**config.mk**
```make
export PLATFORM = sky130hd
export DESIGN_NAME = wb_port_arb_flat
export DESIGN_NICKNAME = d
export VERILOG_FILES = /design/src/rtl/wb_port_arb_if.sv /design/src/rtl/wb_port_arb.sv /design/src/flat_wrapper.sv
export SDC_FILE = /design/constraint.sdc
export NUM_CORES = 1
export LEC_CHECK = 0
export BUFFER_PORTS_ARGS = -buffer_cell sky130_fd_sc_hd__buf_2
export CAP_MARGIN = 10
export CORE_MARGIN = 5
export CORE_UTILIZATION = 33
export DETAILED_ROUTE_END_ITERATION = 10
export PLACE_DENSITY = 0.64
export SKIP_CTS_REPAIR_TIMING = 1
export SLEW_MARGIN = 5
export SYNTH_ARGS = -nofsm -noshare
export SYNTH_HDL_FRONTEND = slang
export SYNTH_SLANG_ARGS = --single-unit
```
**constraint.sdc**
```tcl
create_clock -name clk -period 2.45 [get_ports clk]
set_clock_uncertainty 0.1 [all_clocks]
set_input_delay 0.1225 -clock clk [delete_from_list [all_inputs] [get_ports clk]]
set_output_delay 0.1225 -clock clk [all_outputs]
set_load 0.05 [all_outputs]
```
**src/rtl/wb_port_arb_if.sv**
```systemverilog
// Bus bundle between the write-back stage producers and the register-file write-port arbiter.
// The arbiter sits on the slave side. The producers and the register file sit on the master side.
interface wb_port_arb_if #(
  parameter int unsigned REGBITS = 5,
  parameter int unsigned LOGSIZE = 64
);
  logic               alu_valid;
  logic [REGBITS-1:0] alu_rd;
  logic [LOGSIZE-1:0] alu_data;
  logic               alu_ready;
  logic               ld_valid;
  logic [REGBITS-1:0] ld_rd;
  logic [LOGSIZE-1:0] ld_data;
  logic               ld_ready;
  logic               wb_flush;
  logic               ecall_req;
  logic [31:0]        ecall_pc;
  logic               ecall_start;
  logic               ecall_done;
  logic [LOGSIZE-1:0] ecall_result;
  logic               rf_we;
  logic [REGBITS-1:0] rf_waddr;
  logic [LOGSIZE-1:0] rf_wdata;
  logic               ecall_flush;
  logic [31:0]        pc_after_flush;
  logic               busy;

  modport slave (
    input  alu_valid, alu_rd, alu_data, ld_valid, ld_rd, ld_data, wb_flush,
           ecall_req, ecall_pc, ecall_done, ecall_result,
    output alu_ready, ld_ready, ecall_start, rf_we, rf_waddr, rf_wdata,
           ecall_flush, pc_after_flush, busy
  );

  modport master (
    output alu_valid, alu_rd, alu_data, ld_valid, ld_rd, ld_data, wb_flush,
           ecall_req, ecall_pc, ecall_done, ecall_result,
    input  alu_ready, ld_ready, ecall_start, rf_we, rf_waddr, rf_wdata,
           ecall_flush, pc_after_flush, busy
  );
endinterface

```
**src/rtl/wb_port_arb.sv**
```systemverilog
// Single register-file write port. It arbitrates between ALU results, queued late loads and ECALL.
// It also sequences ECALL: drain the queued loads, launch the call, write a0, then flush.
module wb_port_arb #(
  parameter int unsigned REGBITS    = 5,
  parameter int unsigned LOGSIZE    = 64,
  parameter int unsigned LQ_DEPTH   = 2,
  parameter int unsigned STARVE_LIM = 3
) (
  input logic           clk,
  input logic           rst,
  wb_port_arb_if.slave  bus
);
  localparam int unsigned PW = (LQ_DEPTH > 1) ? $clog2(LQ_DEPTH) : 1;
  localparam int unsigned CW = $clog2(LQ_DEPTH + 1);
  localparam int unsigned SW = (STARVE_LIM > 0) ? $clog2(STARVE_LIM + 1) : 1;
  localparam logic [CW-1:0]      LQ_FULL_CNT = CW'(LQ_DEPTH);
  localparam logic [SW-1:0]      S_LIM       = SW'(STARVE_LIM);
  localparam logic [REGBITS-1:0] REG_A0      = REGBITS'(10);

  typedef enum logic [1:0] {IDLE, DRAIN, CALL, WRITE} state_e;
  state_e state_q, state_d;

  logic [REGBITS-1:0] lq_rd_q   [LQ_DEPTH];
  logic [LOGSIZE-1:0] lq_data_q [LQ_DEPTH];
  logic [PW-1:0]      wr_ptr_q, rd_ptr_q;
  logic [CW-1:0]      cnt_q;
  logic [SW-1:0]      starve_q, starve_d;
  logic               lq_full, lq_empty, push, pop;
  logic               grant_alu, grant_fifo;

  logic               rf_we_q, rf_we_d;
  logic [REGBITS-1:0] rf_waddr_q, rf_waddr_d;
  logic [LOGSIZE-1:0] rf_wdata_q, rf_wdata_d;
  logic               flush_q, flush_d;
  logic [31:0]        pc_q, pc_d;
  logic               start_q, start_d;

  assign lq_full  = (cnt_q == LQ_FULL_CNT);
  assign lq_empty = (cnt_q == '0);
  assign push     = bus.ld_valid && !lq_full;
  assign pop      = grant_fifo;

  always_ff @(posedge clk or negedge rst) begin
    if (!rst) state_q <= IDLE;
    else      state_q <= state_d;
  end

  always_comb begin
    state_d = state_q;
    unique case (state_q)
      IDLE:    if (bus.ecall_req) state_d = DRAIN;
      DRAIN:   if (lq_empty && !push) state_d = CALL;
      CALL:    if (bus.ecall_done) state_d = WRITE;
      WRITE:   state_d = IDLE;
      default: state_d = IDLE;
    endcase
  end

  always_comb begin
    grant_alu  = 1'b0;
    grant_fifo = 1'b0;
    rf_we_d    = 1'b0;
    rf_waddr_d = '0;
    rf_wdata_d = '0;
    flush_d    = 1'b0;
    pc_d       = pc_q;
    start_d    = (state_q == DRAIN) && (state_d == CALL);
    unique case (state_q)
      IDLE: begin
        if (!lq_empty && (lq_full || starve_q == S_LIM)) grant_fifo = 1'b1;
        else if (bus.alu_valid)                          grant_alu  = 1'b1;
        else if (!lq_empty)                              grant_fifo = 1'b1;
      end
      DRAIN, WRITE: grant_fifo = !lq_empty;
      CALL: begin
        if (bus.ecall_done) begin
          rf_we_d    = 1'b1;
          rf_waddr_d = REG_A0;
          rf_wdata_d = bus.ecall_result;
          flush_d    = 1'b1;
          pc_d       = bus.ecall_pc + 32'd4;
        end
      end
      default: ;
    endcase
    // A flushed ALU result is still consumed; it just never reaches the register file.
    if (grant_fifo) begin
      rf_we_d    = (lq_rd_q[rd_ptr_q] != '0);
      rf_waddr_d = lq_rd_q[rd_ptr_q];
      rf_wdata_d = lq_data_q[rd_ptr_q];
    end else if (grant_alu) begin
      rf_we_d    = !bus.wb_flush && (bus.alu_rd != '0);
      rf_waddr_d = bus.alu_rd;
      rf_wdata_d = bus.alu_data;
    end
    if (lq_empty || grant_fifo) starve_d = '0;
    else if (starve_q != S_LIM) starve_d = starve_q + 1'b1;
    else                        starve_d = starve_q;
  end

  always_ff @(posedge clk or negedge rst) begin
    if (!rst) begin
      for (int unsigned i = 0; i < LQ_DEPTH; i++) begin
        lq_rd_q[i]   <= '0;
        lq_data_q[i] <= '0;
      end
      wr_ptr_q   <= '0;
      rd_ptr_q   <= '0;
      cnt_q      <= '0;
      starve_q   <= '0;
      rf_we_q    <= 1'b0;
      rf_waddr_q <= '0;
      rf_wdata_q <= '0;
      flush_q    <= 1'b0;
      pc_q       <= '0;
      start_q    <= 1'b0;
    end else begin
      if (push) begin
        lq_rd_q[wr_ptr_q]   <= bus.ld_rd;
        lq_data_q[wr_ptr_q] <= bus.ld_data;
        wr_ptr_q            <= wr_ptr_q + 1'b1;
      end
      if (pop) rd_ptr_q <= rd_ptr_q + 1'b1;
      case ({push, pop})
        2'b10:   cnt_q <= cnt_q + 1'b1;
        2'b01:   cnt_q <= cnt_q - 1'b1;
        default: cnt_q <= cnt_q;
      endcase
      starve_q   <= starve_d;
      rf_we_q    <= rf_we_d;
      rf_waddr_q <= rf_waddr_d;
      rf_wdata_q <= rf_wdata_d;
      flush_q    <= flush_d;
      pc_q       <= pc_d;
      start_q    <= start_d;
    end
  end

  assign bus.alu_ready      = grant_alu;
  assign bus.ld_ready       = !lq_full;
  assign bus.ecall_start    = start_q;
  assign bus.rf_we          = rf_we_q;
  assign bus.rf_waddr       = rf_waddr_q;
  assign bus.rf_wdata       = rf_wdata_q;
  assign bus.ecall_flush    = flush_q;
  assign bus.pc_after_flush = pc_q;
  assign bus.busy           = (state_q != IDLE);
endmodule
```
**src/flat_wrapper.sv**
```systemverilog
// flat-port wrapper written by rule: the top's interface ports become plain ports
module wb_port_arb_flat 
#(
  parameter int unsigned REGBITS    = 5,
  parameter int unsigned LOGSIZE    = 64,
  parameter int unsigned LQ_DEPTH   = 2,
  parameter int unsigned STARVE_LIM = 3
)
  (clk, rst, bus_alu_valid, bus_alu_rd, bus_alu_data, bus_ld_valid, bus_ld_rd, bus_ld_data, bus_wb_flush, bus_ecall_req, bus_ecall_pc, bus_ecall_done, bus_ecall_result, bus_alu_ready, bus_ld_ready, bus_ecall_start, bus_rf_we, bus_rf_waddr, bus_rf_wdata, bus_ecall_flush, bus_pc_after_flush, bus_busy);
  wb_port_arb_if #(.REGBITS(REGBITS), .LOGSIZE(LOGSIZE)) bus_i ();
  input logic clk;
  input logic rst;
  input wire logic [$bits(bus_i.alu_valid)-1:0] bus_alu_valid;
  input wire logic [$bits(bus_i.alu_rd)-1:0] bus_alu_rd;
  input wire logic [$bits(bus_i.alu_data)-1:0] bus_alu_data;
  input wire logic [$bits(bus_i.ld_valid)-1:0] bus_ld_valid;
  input wire logic [$bits(bus_i.ld_rd)-1:0] bus_ld_rd;
  input wire logic [$bits(bus_i.ld_data)-1:0] bus_ld_data;
  input wire logic [$bits(bus_i.wb_flush)-1:0] bus_wb_flush;
  input wire logic [$bits(bus_i.ecall_req)-1:0] bus_ecall_req;
  input wire logic [$bits(bus_i.ecall_pc)-1:0] bus_ecall_pc;
  input wire logic [$bits(bus_i.ecall_done)-1:0] bus_ecall_done;
  input wire logic [$bits(bus_i.ecall_result)-1:0] bus_ecall_result;
  output wire logic [$bits(bus_i.alu_ready)-1:0] bus_alu_ready;
  output wire logic [$bits(bus_i.ld_ready)-1:0] bus_ld_ready;
  output wire logic [$bits(bus_i.ecall_start)-1:0] bus_ecall_start;
  output wire logic [$bits(bus_i.rf_we)-1:0] bus_rf_we;
  output wire logic [$bits(bus_i.rf_waddr)-1:0] bus_rf_waddr;
  output wire logic [$bits(bus_i.rf_wdata)-1:0] bus_rf_wdata;
  output wire logic [$bits(bus_i.ecall_flush)-1:0] bus_ecall_flush;
  output wire logic [$bits(bus_i.pc_after_flush)-1:0] bus_pc_after_flush;
  output wire logic [$bits(bus_i.busy)-1:0] bus_busy;
  assign bus_i.alu_valid = bus_alu_valid;
  assign bus_i.alu_rd = bus_alu_rd;
  assign bus_i.alu_data = bus_alu_data;
  assign bus_i.ld_valid = bus_ld_valid;
  assign bus_i.ld_rd = bus_ld_rd;
  assign bus_i.ld_data = bus_ld_data;
  assign bus_i.wb_flush = bus_wb_flush;
  assign bus_i.ecall_req = bus_ecall_req;
  assign bus_i.ecall_pc = bus_ecall_pc;
  assign bus_i.ecall_done = bus_ecall_done;
  assign bus_i.ecall_result = bus_ecall_result;
  assign bus_alu_ready = bus_i.alu_ready;
  assign bus_ld_ready = bus_i.ld_ready;
  assign bus_ecall_start = bus_i.ecall_start;
  assign bus_rf_we = bus_i.rf_we;
  assign bus_rf_waddr = bus_i.rf_waddr;
  assign bus_rf_wdata = bus_i.rf_wdata;
  assign bus_ecall_flush = bus_i.ecall_flush;
  assign bus_pc_after_flush = bus_i.pc_after_flush;
  assign bus_busy = bus_i.busy;
  wb_port_arb #(.REGBITS(REGBITS), .LOGSIZE(LOGSIZE), .LQ_DEPTH(LQ_DEPTH), .STARVE_LIM(STARVE_LIM)) u_core (.clk(clk), .rst(rst), .bus(bus_i));
endmodule
```
# == After elaboration in Yosys (flattened, before gate mapping) ==
# Index checks and enable logic that the tools add are counted.
# word_totals
inputBits,241
reg_bits,250
output_inout_bits,107
wordCells,94
# classes
order_cmp,3
n_bitwise,2
reduce_logical,21
n_addsub,6
eq_ne,9
n_mux,38
# ops
op,count
64-bit two-way mux,8
128-bit bitwise mux,1
64-bit demux with 1-bit select,1
5-bit two-way mux,7
32-bit by 3-bit adder with 32-bit output (second input constant),1
2-bit equality test (second input constant),6
10-bit bitwise mux,1
1-bit two-way mux,10
2-bit two-way mux,5
5-bit nonzero test,2
2-bit case mux with 4 select lines,1
1-bit logical AND,6
2-bit nonzero test,3
5-bit demux with 1-bit select,1
2-bit by 1-bit adder with 2-bit output (second input constant),2
2-bit by 1-bit equality test with 1-bit output (second input constant),2
2-bit greater-or-equal comparator (second input constant),2
1-bit logical NOT,4
2-bit logical NOT,2
4-bit two-way mux,1
1-bit inverter with 2-bit output,2
2-bit case mux with 2 select lines,1
1-bit adder (second input constant),2
1-bit logical OR,2
6 further kinds,6

# == Depth between registers and ports, before layout ==
# Gate-level depths: netlist of run 1.
# depth
word_depth,9
depth_mapped,10

# == Worst setup path before layout of run 1 ==
# Ideal clock, no wire load.
# synth_path
path_kind,reg-to-reg
from,register u_core.cnt_q[0]
to,"register u_core.rf_wdata_q[59], in the netlist u_core.bus.rf_wdata[59]"
arrival_ns,2.426
setup_slack_ns,-0.157
path_stages_with_launch,8
synth_period_minus_slack_ns,2.607
required_ns,2.269
path_cell_list,dfrtp_1 buf_2 nand2b_1 and4_1 clkbuf_1 clkbuf_1 a22oi_1 mux2i_1
# synth_via
elab_chain_cells,7
# synth_rtl
item,line,text
"start, declared",wb_port_arb.sv:26,logic [CW-1:0] cnt_q;
"start signal, assigned",wb_port_arb.sv:125,2'b10: cnt_q <= cnt_q + 1'b1;
"start signal, assigned",wb_port_arb.sv:126,2'b01: cnt_q <= cnt_q - 1'b1;
"start signal, assigned",wb_port_arb.sv:127,default: cnt_q <= cnt_q;
2-bit equality test or 2-bit logical NOT (tied branches),"wb_port_arb.sv:38, wb_port_arb.sv:39",
1-bit logical OR or 1-bit logical NOT (tied branches),wb_port_arb.sv:70,if (!lq_empty && (lq_full || starve_q == S_LIM)) grant_fifo = 1'b1;
1-bit logical AND *,wb_port_arb.sv:70,
1-bit two-way mux *,wb_port_arb.sv:70,
1-bit two-way mux *,wb_port_arb.sv:68,unique case (state_q)
net bus_alu_ready,flat_wrapper.sv:24,output wire logic [$bits(bus_i.alu_ready)-1:0] bus_alu_ready;
64-bit two-way mux *,wb_port_arb.sv:91,end else if (grant_alu) begin
64-bit two-way mux *,wb_port_arb.sv:87,if (grant_fifo) begin
net u_core.rf_wdata_d[59],wb_port_arb.sv:33,"logic [LOGSIZE-1:0] rf_wdata_q, rf_wdata_d;"
"end signal, assigned",wb_port_arb.sv:132,rf_wdata_q <= rf_wdata_d;
"end, declared",wb_port_arb.sv:33,
# Mark *: on every way through the listed nets, which the timed path passes. The rest lies on a longest branch.
# A chain may end at the register's enable or synchronous reset.

# == Final worst setup path of run 1 ==
# layout_path
from,input bus_ecall_pc[13]
to,"register u_core.pc_q[26], in the netlist u_core.bus.pc_after_flush[26]"
# layout_via
elab_chain_cells,1
# layout_rtl
item,line,text
"start, declared",flat_wrapper.sv:21,input wire logic [$bits(bus_i.ecall_pc)-1:0] bus_ecall_pc;
32-bit by 3-bit adder with 32-bit output,wb_port_arb.sv:81,pc_d = bus.ecall_pc + 32'd4;
"end signal, assigned",wb_port_arb.sv:134,pc_q <= pc_d;
"end, declared",wb_port_arb.sv:35,"logic [31:0] pc_q, pc_d;"
# No other way between the ends.

==> results of run 1 <==
## per-stage QoR
stage / area (um2) / hold slack [ps] / TNS, ps / total power, mW
after floorplan: 11100 / -273 / 0 / 14.6
after global placement: 13500 / -27.9 / 0 / 17.1
after detailed placement: 13500 / -22.1 / 0 / 17.3
after CTS: 14500 / -595 / -25.1 / 21.7
after global routing: 16900 / 22.2 / -62.2 / 23.4
final: 16900 / 6.19 / 0 / 22.1
## logic make-up (layout without fill, tap and decap cells)
family / after synthesis / after routing
muxes: 274 / 274
DFF: 250 / 250
and+or+nand+nor: 132 / 132
AOI/OAI and AO/OA: 119 / 119
buffers and inverters: 62 / 671
xor gates and xnor gates: 20 / 20
adders and majority gates: 3 / 3
## layout make-up
cell class | instances | area share [%]
flip-flops and latches | 250 | 37.0
multi-input cells | 548 | 27.4
clock inverters | 8 | 0.591
clock buffers | 45 | 5.23
repair buffers | 614 | 26.3
well taps | 448 | 3.31
inverters | 4 | 0.111
## routing by layer
layer / vias to the layer above / part of all wire (%) / wire, um
met1: 4633 / 40 / 13800
li1: 4341 / - / -
met2: 348 / 50 / 17400
met4: 2 / 4.0 / 1390
met3: 99 / 6.1 / 2100
met5: - / 0.032 / 11
## sequential cells by signal, summed over array words and instances (netlist names)
signal                     cells
u_core.bus.rf_wdata           64
u_core.lq_data_q             128
u_core.bus.ecall_flush         1
u_core.cnt_q                   2
u_core.rd_ptr_q                1
u_core.bus.pc_after_flush     32
u_core.lq_rd_q                10
u_core.starve_q                2
u_core.wr_ptr_q                1
u_core.bus.rf_waddr            5
u_core.bus.rf_we               1
u_core.state_q                 2
u_core.bus.ecall_start         1
## critical path: cells and delay by family
family	cells	cell delay, ps
buf+inv	4	1460
simple gates	2	870
compound gates	2	290
## placed cells by master (no fill, tap or decap), drive strengths merged, types with 5 or more instances in the layout
| cell | instances |
|---|---|
| clkbuf | 46 |
| a31oi | 12 |
| mux2 | 140 |
| nor3 | 7 |
| nand4 | 11 |
| o21ai | 25 |
| clkinv | 5 |
| a22oi | 64 |
| dlygate4sd3 | 246 |
| or4 | 7 |
| nand3 | 14 |
| nor4 | 5 |
| nand2 | 46 |
| buf | 367 |
| dfrtp | 250 |
| xnor2 | 11 |
| or3 | 7 |
| mux2i | 134 |
| xor2 | 9 |
| and4 | 5 |
| nor2 | 19 |
## power by group through the flow
stage / clock, mW / combinational (mW) / sequential (mW)
after floorplan: 0 / 4.84 / 9.74
after global placement: 0 / 9.77 / 7.29
after detailed placement: 0 / 9.92 / 7.35
after CTS: 4.52 / 9.92 / 7.30
after global routing: 4.69 / 11.1 / 7.56
final: 4.38 / 10.4 / 7.31
## worst paths after layout
path                                                            from  slack [ps]  cells after the start                                         to
max in group asynchronous                                        rst        1410                      3           u_core.lq_data_q[83]$_DFFE_PN0P_
min in group clk                                       bus_alu_valid         110                      5             u_core.starve_q[1]$_DFFE_PN0P_
min reg2reg                u_core.bus.pc_after_flush[16]$_DFFE_PN0P_         390                      2  u_core.bus.pc_after_flush[16]$_DFFE_PN0P_
max reg2reg                           u_core.starve_q[0]$_DFFE_PN0P_         130                      7          u_core.bus.rf_wdata[62]$_DFF_PN0_
max                                                 bus_ecall_pc[13]           4                      8  u_core.bus.pc_after_flush[26]$_DFFE_PN0P_
min                                                              rst           6                      2  u_core.bus.pc_after_flush[10]$_DFFE_PN0P_
==> reports/qor.yml, run 1 <==
outcome: "complete, no violations"
synth_top_family_by_area: "multiplexers"
critPathCaptureType: "register"
grt_pass1_vias: 8617
muxShareOfSynthArea_pct: 26.2
dp_slack_ps: 400
ys_warn_count: 0
cp_common_cell: "dlygate4sd3_1"
synth_area_leader_cell: "dfrtp_1"
cts_made_buffers: 29
synth_area_mm2: 0.0111
p_clk_share_pct: 19.8
dr_total_vias: 9423
max_freq_ghz: 0.409
finalHoldViolCount: 0
place.gp.congestion: 0.880
drt_iter0_markers: 444
slowest_stage: "or4_2"
cts_tree: "done"
seq_area_frac_synth_pct: 56.2
multi_input_area_mm2: 0.00465
antenna_cells: 0
ir_drop_v: 0.000760
setup_ws_ps: 4.23
cts_max_path_buffers: 3
worst_slew_pin_slew_ps: 612
synth_fa_ha_area_share_pct: 0.337
p_sw_share_pct: 40.9
power_leakage_nw: 7.86
timing.critical_path.fanout_max: 4
synth_simple_gate_area_share_pct: 6.12
grt_pass1_wl_mm: 47.7
post-route-period-util_pct: 99.8
setup_violations: 0
grt_usage_pct: 15.5
async_flop_share_pct: 100
path_cells: "dlygate4sd3_1 -> buf_2 -> nand4_2 -> buf_4 -> or4_2 -> o21ai_0 -> dlygate4sd3_1 -> a31oi_1"
max_slew_margin_pct: 59.2
netlist_top_cells_count: "dfrtp_1, mux2_2, mux2i_1, a22oi_1, nand2_1"
totalWireLength_mm: 34.7
use_met2_pct: 26.7
die_w_um: 194
fp.dieArea_mm2: 0.0375
grt.overflow.total: 0
grt_use_met3_pct: 4.19
power_frac_comb_pct: 47.1
p_sw_mw: 9.04
internal_power_mw: 13.0
synth-compound-area-share_pct: 7.31
syn2layout_area_growth_pct: 52.2
layout.nets: 1691
powerDensity_mw_per_mm2: 1300
synth_fp_nets: 1104
hp-class: "input pin to asynchronous set/reset pin"
grt_busiest_layer: "met2"
synth_area_leaders: "dfrtp_1, mux2_2, mux2i_1"
cap_violations: 0
place_hpwl_mm: 21.5
drc: 0
insertion_delay_ps: 530
finalMaxSlewViolations: 0
antenna_found_initial: 1
fillers: 2836
cpPeakStageDelay_ps: 720
cts_root_buf: "clkbuf_16"
viasPerCell: 4.92
port_buffers: 347
synth_top_area_share_pct: 56.2
synth-edff-count: 0
synthXorXnorAreaFrac_pct: 1.57
synth_most_common_cell: "dfrtp_1"
firstDrtPassIters: 5
floorplan.initialDensity_pct: 33.3
synth-seq-cells: 250
synth_cell_types: 45
cp-start-kind: "input pin"
final_core_util_pct: 50.6
criticalPathCategory: "input pin to register"
synth_cells: 860
wl_per_cell_um: 18.1
syn_avg_cell_area_um2: 12.9
regArea_mm2: 0.00626
fin_crit_ps: 2450
chipHeight_um: 194
numClockSinks: 250
clk_pin_slew_ps: 60
stdcell_count: 1917
cts_max_level: 1
core_area_mm2: 0.0334
post-place-cells: 1618
num_rows: 67
required_ps: 2750
ant_nets: 0
p_seq_share_pct: 33.1
drive_gt1_share_pct: 38.9
grt_start_max_net_pins: 81
synthFlopType: "dfrtp_1"
critPathArrivalTime_ps: 2750
ios: 348
grtUsageMet1_pct: 19.3
No activity file was read; power rests on OpenSTA's default activity.
==> run 2: changes to the inputs <==
PLACE_DENSITY = 0.62   (was 0.64)
clock period = 3 ns   (was 2.45 ns; I/O delays follow)
==> run 2 against run 1 <==
Die area is the same. Critical path type unchanged. Via count decreased by 1.1%. Wire length down 2.8%. Count of clock-buffer cells in the layout decreased by 3. Sequential power shrank 18%. Global-route usage about the same. Final cell count about the same. Final area decreased by 0.66%. Utilization is 0.33 points lower. Highest routed layer unchanged.
==> reports/qor.yml, run 2 (same netlist as run 1, synthesis figures left out) <==
cts_max_path_buffers: 3
ant_nets: 0
critPathCaptureType: "register"
cp-start-kind: "input pin"
cap_violations: 0
grt_pass1_wl_mm: 47.8
path_cells: "dlygate4sd3_1 -> buf_2 -> nand4_2 -> or4_1 -> or4_1 -> a31oi_1 -> dlygate4sd3_1"
final_common_cell: "buf_2"
core_area_mm2: 0.0334
ios: 348
dp_slack_ps: 672
finalHoldViolCount: 0
grtUsageMet1_pct: 19.7
place.gp.congestion: 0.836
slowest_stage: "or4_1"
grt_pass1_vias: 8455
post-place-cells: 1618
criticalPathCategory: "input pin to register"
totalWireLength_mm: 33.7
final_cell_area_mm2: 0.0168
antenna_found_initial: 3
syn2layout_area_growth_pct: 51.2
drc: 0
finalPower_mw: 17.9
numClockSinks: 250
powerDensity_mw_per_mm2: 1060
fp.dieArea_mm2: 0.0375
cpPeakStageDelay_ps: 720
finalMaxSlewViolations: 0
use_met2_pct: 26.4
num_rows: 67
dr_total_vias: 9324
die_w_um: 194
regMostFlops: "u_core.lq_data_q"
rsz0062_at_grt: "false"
grt_use_met3_pct: 3.91
setup_violations: 0
grt.overflow.total: 0
outcome: "complete, no violations"
cts_max_level: 1
port_buffers: 347
required_ps: 3360
crit_family: "simple AND/OR/NAND/NOR gates"
wl_per_cell_um: 17.6
floorplan.initialDensity_pct: 33.3
cts_root_buf: "clkbuf_16"
critPathArrivalTime_ps: 3050
cts_made_buffers: 27
worst_slew_pin_slew_ps: 806
drt_iter0_markers: 449
cts_tree: "done"
fin_crit_ps: 2690
grt_busiest_layer: "met2"
clk_pin_slew_ps: 60
cp_num_buf_inv: 3
ir_drop_v: 0.000587
chipHeight_um: 194
place_hpwl_mm: 21.9
stdcell_count: 1918
post-route-period-util_pct: 89.8
viasPerCell: 4.86
setup_tns_ps: 0
max_freq_ghz: 0.371
setup_ws_ps: 307
grt_usage_pct: 15.5
max_slew_margin_pct: 46.3
grt_start_max_net_pins: 99
place_area_mm2: 0.0134
firstDrtPassIters: 6
insertion_delay_ps: 520
timing.critical_path.fanout_max: 10
layout.nets: 1692
drive_gt1_share_pct: 38.5
hp-class: "input pin to register"
power_leakage_nw: 7.73
layout_common_cells: "buf_2, dlygate4sd3_1, dfrtp_1"
largest_register_ffs: 128
==> run 2: cell count changes in the layout (fill, tap and decap cells not counted), sizes merged <==
cell	previous run	this run
inv	4	3
clkinvlp	1	2
bufinv	2	1
clkbuf	46	42
buf	367	368
diode	0	2
dlygate4sd3	246	249
==> run 2: final timing paths <==
check	cells after the start	end	from	slack, ps
max in group asynchronous	3	u_core.lq_data_q[78]$_DFFE_PN0P_	rst	1780
worst max-delay path	7	u_core.bus.pc_after_flush[30]$_DFFE_PN0P_	bus_ecall_pc[11]	310
worst max register to register	6	u_core.bus.rf_wdata[23]$_DFF_PN0_	u_core.cnt_q[0]$_DFFE_PN0P_	330
worst min-delay path	4	u_core.bus.pc_after_flush[23]$_DFFE_PN0P_	bus_ecall_done	70
worst min register to register	2	u_core.bus.pc_after_flush[0]$_DFFE_PN0P_	u_core.bus.pc_after_flush[0]$_DFFE_PN0P_	370
min in group asynchronous	2	u_core.bus.pc_after_flush[20]$_DFFE_PN0P_	rst	160
==> run 2: metrics by stage <==
step | hold slack (ps) | utilization [%]
global placement | 132 | 40.2
global route | 86.4 | 50.3
finish | 69.2 | 50.3
CTS | -433 | 42.8
detailed placement | 139 | 40.2
floorplan | -246 | -
==> run 2: metal layers <==
metal,wire length [um],vias up
li1,-,4335
met1,13600,4576
met2,17000,330
met3,2100,81
met4,1040,2
met5,13,-
==> run 2: worst reg2reg max path: stages, from the launching register on <==
cell and delay [ps]:
dfrtp_1 520, nand2b_1 260, and4_2 260, buf_4 440, a22oi_1 190, dlygate4sd3_1 620
mux2i_1 180
==> run 2: cell type report <==
type | instances | area (um2)
fillers | 2876 | 16600
clock inverters | 7 | 65.1
well taps | 448 | 561
multi-input cells | 548 | 4650
diodes | 2 | 5.00
clock buffers | 42 | 822
inverters | 4 | 18.8
repair buffers | 617 | 4450
flip-flops and latches | 250 | 6260
==> run 2: power breakdown <==
part           leakage, nW  internal [mW]  switching, mW
registers             3.01           5.08          0.918
logic                 4.28           3.50           5.06
clock network        0.435           1.96           1.34
total                 7.73           10.5           7.32
